File: src/rtl/serial_rx_pkg.sv
// Shared definitions for the serial receive path: FSM state encoding and
// default frame geometry (payload width, sync width, sync pattern).
package serial_rx_pkg;

  typedef enum logic [1:0] {
    HUNT = 2'd0,
    DATA = 2'd1,
    PAR  = 2'd2
  } rx_state_t;

  localparam int          DEF_DATA_W = 8;
  localparam int          DEF_SYNC_W = 3;
  localparam logic [2:0]  DEF_SYNC   = 3'b101;

endpackage

File: src/rtl/serial_sync_detect.sv
// Sliding sync-pattern window with a saturating fill counter; match is
// combinational on the stored window plus the bit being sampled now.
module serial_sync_detect #(
  parameter int                SYNC_W = 3,
  parameter logic [SYNC_W-1:0] SYNC   = 3'b101
) (
  input  logic clk,
  input  logic rst,
  input  logic bit_en,
  input  logic d,
  input  logic clear,
  output logic match
);

  localparam int            CW       = $clog2(SYNC_W + 1);
  localparam logic [CW-1:0] FILL_MAX = CW'(SYNC_W);
  localparam logic [CW-1:0] FILL_PRE = CW'(SYNC_W - 1);

  // Only the SYNC_W-1 older bits are stored; the newest bit is d itself.
  logic [SYNC_W-2:0] window;
  logic [CW-1:0]     fill;
  logic [SYNC_W-1:0] next_win;

  assign next_win = {window, d};
  assign match    = bit_en && (fill >= FILL_PRE) && (next_win == SYNC);

  always_ff @(posedge clk) begin
    if (!rst) begin
      window <= '0;
      fill   <= '0;
    end else if (clear) begin
      window <= '0;
      fill   <= '0;
    end else if (bit_en) begin
      window <= next_win[SYNC_W-2:0];
      if (fill != FILL_MAX) fill <= fill + 1'b1;
    end
  end

endmodule

File: src/rtl/serial_frame_deserializer.sv
// Serial-to-parallel receiver: hunts for sync, collects an MSB-first payload
// and optional even-parity bit, and holds the word in a one-entry buffer.
module serial_frame_deserializer
  import serial_rx_pkg::*;
#(
  parameter int                DATA_W    = DEF_DATA_W,
  parameter int                SYNC_W    = DEF_SYNC_W,
  parameter logic [SYNC_W-1:0] SYNC      = SYNC_W'(DEF_SYNC),
  parameter bit                PARITY_EN = 1'b1
) (
  input  logic              clk,
  input  logic              rst,
  input  logic              d,
  input  logic              bit_en,
  output logic [DATA_W-1:0] data,
  output logic              valid,
  input  logic              ready,
  output logic              parity_err,
  output logic              overrun
);

  localparam int              CNT_W = (DATA_W > 1) ? $clog2(DATA_W) : 1;
  localparam logic [CNT_W-1:0] LAST = CNT_W'(DATA_W - 1);

  rx_state_t         state, next_state;
  logic [DATA_W-1:0] payload;
  logic [CNT_W-1:0]  bit_cnt;
  logic              par_acc;
  logic              match;
  logic              sync_clear;
  logic              complete;
  logic              frame_perr;
  logic [DATA_W-1:0] frame_word;

  // Window is held cleared outside HUNT so payload bits never feed the next sync.
  assign sync_clear = (state != HUNT) || match;

  serial_sync_detect #(
    .SYNC_W (SYNC_W),
    .SYNC   (SYNC)
  ) u_sync (
    .clk    (clk),
    .rst    (rst),
    .bit_en (bit_en),
    .d      (d),
    .clear  (sync_clear),
    .match  (match)
  );

  // Without a parity bit the word completes on the last payload bit, so d is still in flight.
  assign frame_word = PARITY_EN ? payload : {payload[DATA_W-2:0], d};

  always_ff @(posedge clk) begin
    if (!rst) state <= HUNT;
    else      state <= next_state;
  end

  always_comb begin
    next_state = state;
    complete   = 1'b0;
    frame_perr = 1'b0;
    if (bit_en) begin
      case (state)
        HUNT: if (match) next_state = DATA;
        DATA: begin
          if (bit_cnt == LAST) begin
            if (PARITY_EN) begin
              next_state = PAR;
            end else begin
              next_state = HUNT;
              complete   = 1'b1;
            end
          end
        end
        PAR: begin
          next_state = HUNT;
          complete   = 1'b1;
          frame_perr = par_acc ^ d;
        end
        default: next_state = HUNT;
      endcase
    end
  end

  always_ff @(posedge clk) begin
    if (!rst) begin
      payload    <= '0;
      bit_cnt    <= '0;
      par_acc    <= 1'b0;
      data       <= '0;
      valid      <= 1'b0;
      parity_err <= 1'b0;
      overrun    <= 1'b0;
    end else begin
      overrun <= 1'b0;
      if (bit_en) begin
        if (state == HUNT && match) begin
          bit_cnt <= '0;
          par_acc <= 1'b0;
        end else if (state == DATA) begin
          payload <= {payload[DATA_W-2:0], d};
          par_acc <= par_acc ^ d;
          bit_cnt <= (bit_cnt == LAST) ? '0 : bit_cnt + 1'b1;
        end
      end
      if (valid && ready) valid <= 1'b0;
      // A completing frame may reuse the slot freed by a same-edge acceptance.
      if (complete) begin
        if (!valid || ready) begin
          data       <= frame_word;
          parity_err <= frame_perr;
          valid      <= 1'b1;
        end else begin
          overrun <= 1'b1;
        end
      end
    end
  end

endmodule

File: config.mk
export PLATFORM = sky130hd
export DESIGN_NAME = serial_frame_deserializer
export DESIGN_NICKNAME = d
export VERILOG_FILES = /design/src/rtl/serial_rx_pkg.sv /design/src/rtl/serial_sync_detect.sv /design/src/rtl/serial_frame_deserializer.sv
export SDC_FILE = /design/constraint.sdc
export NUM_CORES = 1
export LEC_CHECK = 0
export BUFFER_PORTS_ARGS = -buffer_cell sky130_fd_sc_hd__clkbuf_2
export CORE_MARGIN = 2
export CORE_UTILIZATION = 40
export DETAILED_ROUTE_END_ITERATION = 10
export GPL_TIMING_DRIVEN = 0
export PLACE_DENSITY = 0.6
export SYNTH_ARGS = -nofsm -noshare
export SYNTH_HDL_FRONTEND = slang
export SYNTH_HIERARCHICAL = 1
export SYNTH_SLANG_ARGS = --single-unit
File: constraint.sdc
create_clock -name clk -period 4.5 [get_ports clk]
set_clock_uncertainty 0.15 [all_clocks]
set_input_delay 0.225 -clock clk [delete_from_list [all_inputs] [get_ports clk]]
set_output_delay 0.225 -clock clk [all_outputs]
set_load 0.005 [all_outputs]
# Yosys cells after proc, flatten, opt, wreduce, memory -nomap -nowiden
# Index checks and enable logic that the tools add are counted.
# op_classes
add_sub_neg	2
mux	16
reduce_logical	17
order_cmp	1
bitwise_logic	3
eq_ne	7
# op_table
op	n
$mux W1	10
$mux W3	3
$reduce_and A2 Y1	4
$eq A3 B3 Y1 const B	2
$reduce_and A3 Y1	2
$logic_and A1 B1 Y1	4
$mux W2	2
$ne A2 B2 Y1 const B	2
$pmux W2 S2	1
$reduce_bool A2 Y1	2
$add A3 B1 Y3 const B	1
$add A2 B1 Y2 const B	1
$eq A2 B1 Y1 const B	1
$eq A2 B2 Y1 const B	1
$ge A2 B2 Y1 const B	1
$logic_not A2 Y1	1
$logic_or A1 B1 Y1	2
$ne A2 B1 Y1 const B	1
$not A1 Y1	2
$reduce_or A2 Y1	1
$logic_not A1 Y1	1
$xor A1 B1 Y1	1
# totals
out_inout_bits	11
elab_cells	56
reg_bits	29
input_bits	5

# Logic depth before layout (Yosys ltp)
# depth
ltp_word	6
depth_mapped	7
depth_no_buf	7

# By module
# Netlist, hierarchy kept.
# by_module_without_submodules
module	cells_per_inst	seq_area_each_um2	n_inst	area_per_inst_um2
serial_frame_deserializer	115	500.5	1	1059.8
serial_sync_detect	20	80.1	1	197.7

# Worst setup path after synthesis
# No wires, ideal clock.
# synth_path
kind	register to register
start	register u_sync.fill[1]
end	register par_acc
setup_time_ns	0.132
synth_period_minus_slack_ns	1.732
path_buffers	0
arrival_time_ns	1.449
path_slack_ns	2.768
required_time_ns	4.218
stages_incl_launch_ff	7
cell_sequence	dfxtp_1 ha_1 nor2_1 nor4b_1 nor2_1 a2111oi_2 a211oi_2
# synth_between
elab_chain_len	6
word_cells_on_any_way	7
cone_classes	order compare (1); mux (1); reduce/logical (5)
# synth_rtl
item	line	text
from (decl)	serial_sync_detect.sv:21	logic [CW-1:0] fill;
from (signal assigned)	serial_sync_detect.sv:36	if (fill != FILL_MAX) fill <= fill + 1'b1;
$ge A2 B2 Y1 (*)	serial_sync_detect.sv:25	assign match = bit_en && (fill >= FILL_PRE) && (next_win == SYNC);
$logic_and A1 B1 Y1 (*) (2 in series)	serial_sync_detect.sv:25	
net match	serial_frame_deserializer.sv:29	logic match;
$logic_and A1 B1 Y1 (*)	serial_frame_deserializer.sv:97	if (state == HUNT && match) begin
$reduce_bool A2 Y1 (no source line)	--	
$reduce_and A2 Y1 (no source line)	--	
to (signal assigned)	serial_frame_deserializer.sv:102	par_acc <= par_acc ^ d;
to (decl)	serial_frame_deserializer.sv:28	logic par_acc;
# The timed path passes the listed nets; every way through them passes the cells marked *.
# A chain may end at the register's enable or synchronous reset.

# Worst setup path in the final report
# Ends and elaborated chain as after synthesis.

==> metrics.txt <==
startpoint types flip-flop; CP cell instances ha_1 > nor2_1 > nor4b_1 > nor2_1 > a2111oi_2 > a211oi_2; period utilisation layout 0.448; Synth-to-Final Area Change 14.4%; fillcell total ~310; Final Hold Fails 0; syn avg cell area 9.31 µm²; Syn. warnings 6; clk_lat worst skew 320 ps; total gr overflow 0; chip width between 60 and 70 µm; CP Capture Type flip-flop; Critical R2R Launch u_sync/fill[1]; Worst Setup SP u_sync/fill[1]; Post-synth EDFFs 0; LEAKAGE between 0.0005 and 0.0006 µW; final std cells w/o fill slightly above 200; Yosys reg bits 29; area share of fa/ha/maj cells after synthesis 0.0398; commonest non-fill, non-tap cell in the layout nand2_1; sw frac 0.243; hold buffer count at CTS 0; Pint 328 µW; Req. time, crit path ~4600 ps; Final Critical Period between 2000 and 2500 ps; final net count around 170; dpl ws roughly 2500 ps; CTS sink count 29; first-pass GRT wire length 4.02 mm; Iteration-0 DRC Markers 24; Hold Crit Class primary input to flip-flop; CP max stage delay roughly 440 ps; simple logic cell fraction of the synthesized area 0.244; cell count after placement 194; num rows 20; maximum vdd drop 0.149 mV; asr flop ratio synth 0; Buf/Inv on CP 0; die extent in y around 60 µm; Distinct cells, synth 34; Starting Density 0.415; Netlist Area Pre-Place 1260 µm²; Worst Hold Launch ready; Post-Synth XOR/XNOR Area 0.0139; # resized after CTS 0; DP Wirelength around 1.7 mm; antenna-violating nets left 0; IO Port Bufs 15; Clock Path Buffers 2; slack of the critical path around 2500 ps; Seq pwr share 0.605; vias post-DR just under 1k; GP Congestion between 0.7 and 0.8; Synthesized Nets between 100 and 150; setup_tns 0 ps; Max H-tree Level 2; mux contribution to synthesized area 0.0896; Post-CTS Setup Bufs 0; Hold Slack 51.1 ps; main combinational cell family by area after synthesis simple AND/OR/NAND/NOR gates; Final Util 0.475; fmax just under 500 MHz; core area 3030 µm²; global-route usage over all layers 0.153; NetSw roughly 110 µW; commonest non-fill, non-tap cells in the layout nand2_1, dfxtp_1, clkbuf_2; CP Max Fanout 4; Setup Viol. Count Final 0; Clock transition at path regs around 90 ps; commonest register cell after synthesis dfxtp_1; Worst Tran Pin Value about 500 ps; critical path arrival 2060 ps; Vias/cell 4.80; die area between 3000 and 4000 µm²; ANT cells 0; delay-heaviest family, CP simple AND/OR/NAND/NOR gates; Max Cap Violations 0; number of global-route vias before repair about 900; DRT Pass-1 Iters 2; wire per inst ~11 µm; most frequent CP cell nor2_1; final slew viol count 0; Routed WL between 2 and 2.5 mm; register area share after synthesis 0.462; Synth Instances roughly 140; largest net degree at the start of global routing 13; PD cells 301 nW/µm²; Clk network pwr share 0.337; Max stage delay cell, worst path nor4b_1; CTS Root Cell clkbuf_4; Num CTS Buffers 5; Logic pwr share 0.058; antenna violations before repair 0; Ports 16; CTS tree yes; share of cells above drive strength 1 0.228; Synth Area in Compound Gates 0.114; max_slew headroom 0.664; RSZ-0062 raised after global routing no; number of remaining DRC errors 0; kind of critical path flip-flop to flip-flop; status completed
==> registers in the layout, summed over array words and instances (netlist names) <==
signal / cells
data: 8
overrun: 1
valid: 1
u_sync/fill: 2
par_acc: 1
state: 2
parity_err: 1
u_sync/window: 2
frame_word: 8
bit_cnt: 3
==> per-stage QoR <==
| step | total power [µW] | cell area, µm² |
|---|---|---|
| after floorplan | 285 | 1260 |
| after global placement | 292 | 1390 |
| after detailed placement | 295 | 1390 |
| after CTS | 440 | 1440 |
| after global routing | 460 | 1440 |
| final | 434 | 1440 |
==> power groups by stage <==
stage          clock network (µW)  registers [µW]  logic [µW]
2_1_floorplan                   0             268        16.8
3_3_place_gp                    0             268        24.0
3_5_place_dp                    0             269        25.9
4_1_cts                       151             263        25.9
5_1_grt                       168             263        29.0
6_report                      146             263        25.2
==> per-layer routing <==
metal  part of all wire  global-route usage  vias up
li1                   -                   -      503
met1               0.44               0.174      448
met2               0.52               0.258       15
met3              0.032              0.0649        4
met4             0.0079              0.0476        0
met5                  0                   0        -
==> worst reg2reg max path, cell delays in order (launching register included) <==
cell	delay, ps
dfxtp_1	410
ha_1	190
nor2_1	40
nor4b_1	440
nor2_1	180
a2111oi_2	400
a211oi_2	80
==> area by class of cell <==
class,count,area (µm²),share of cell area
Tap cell,44,55.1,0.0383
Sequential cell,29,581,0.403
Multi-Input combinational cell,97,631,0.438
Clock inverter,2,10.0,0.00696
Inverter,4,15.0,0.0104
Buffer,5,31.3,0.0217
Clock buffer,6,41.3,0.0287
Timing Repair Buffer,15,75.1,0.0522
==> kinds of logic after synthesis <==
| family | count (synthesis) |
|---|---|
| AO/OA/AOI/OAI | 22 |
| XOR/XNOR | 2 |
| adder cells (fa/ha/maj) | 4 |
| buffers and inverters | 9 |
| flip-flops | 29 |
| multiplexers | 11 |
| AND/OR/NAND/NOR | 58 |
==> Yosys cell counts (2+ instances only) <==
cell,instances,area share
nand2_1,34,0.10
dfxtp_1,29,0.46
a21oi_1,13,0.052
mux2i_1,9,0.072
nor2_1,5,0.015
ha_1,4,0.040
nand2b_1,4,0.020
inv_1,3,0.0090
o21ai_0,3,0.012
a211oi_2,2,0.020
clkbuf_1,2,0.0060
mux2_2,2,0.018
nand3b_1,2,0.012
or3_1,2,0.0099
xnor2_1,2,0.014
==> path summary, 6_finish.rpt <==
check / to / cells after the start / slack [ps]
worst max register to register: par_acc / 6 / 2480
worst max-delay path: par_acc / 6 / 2480
worst min register to register: data[7] / 2 / 310
worst min-delay path: overrun / 3 / 50
Note: power is estimated with default switching activity, not from simulation.
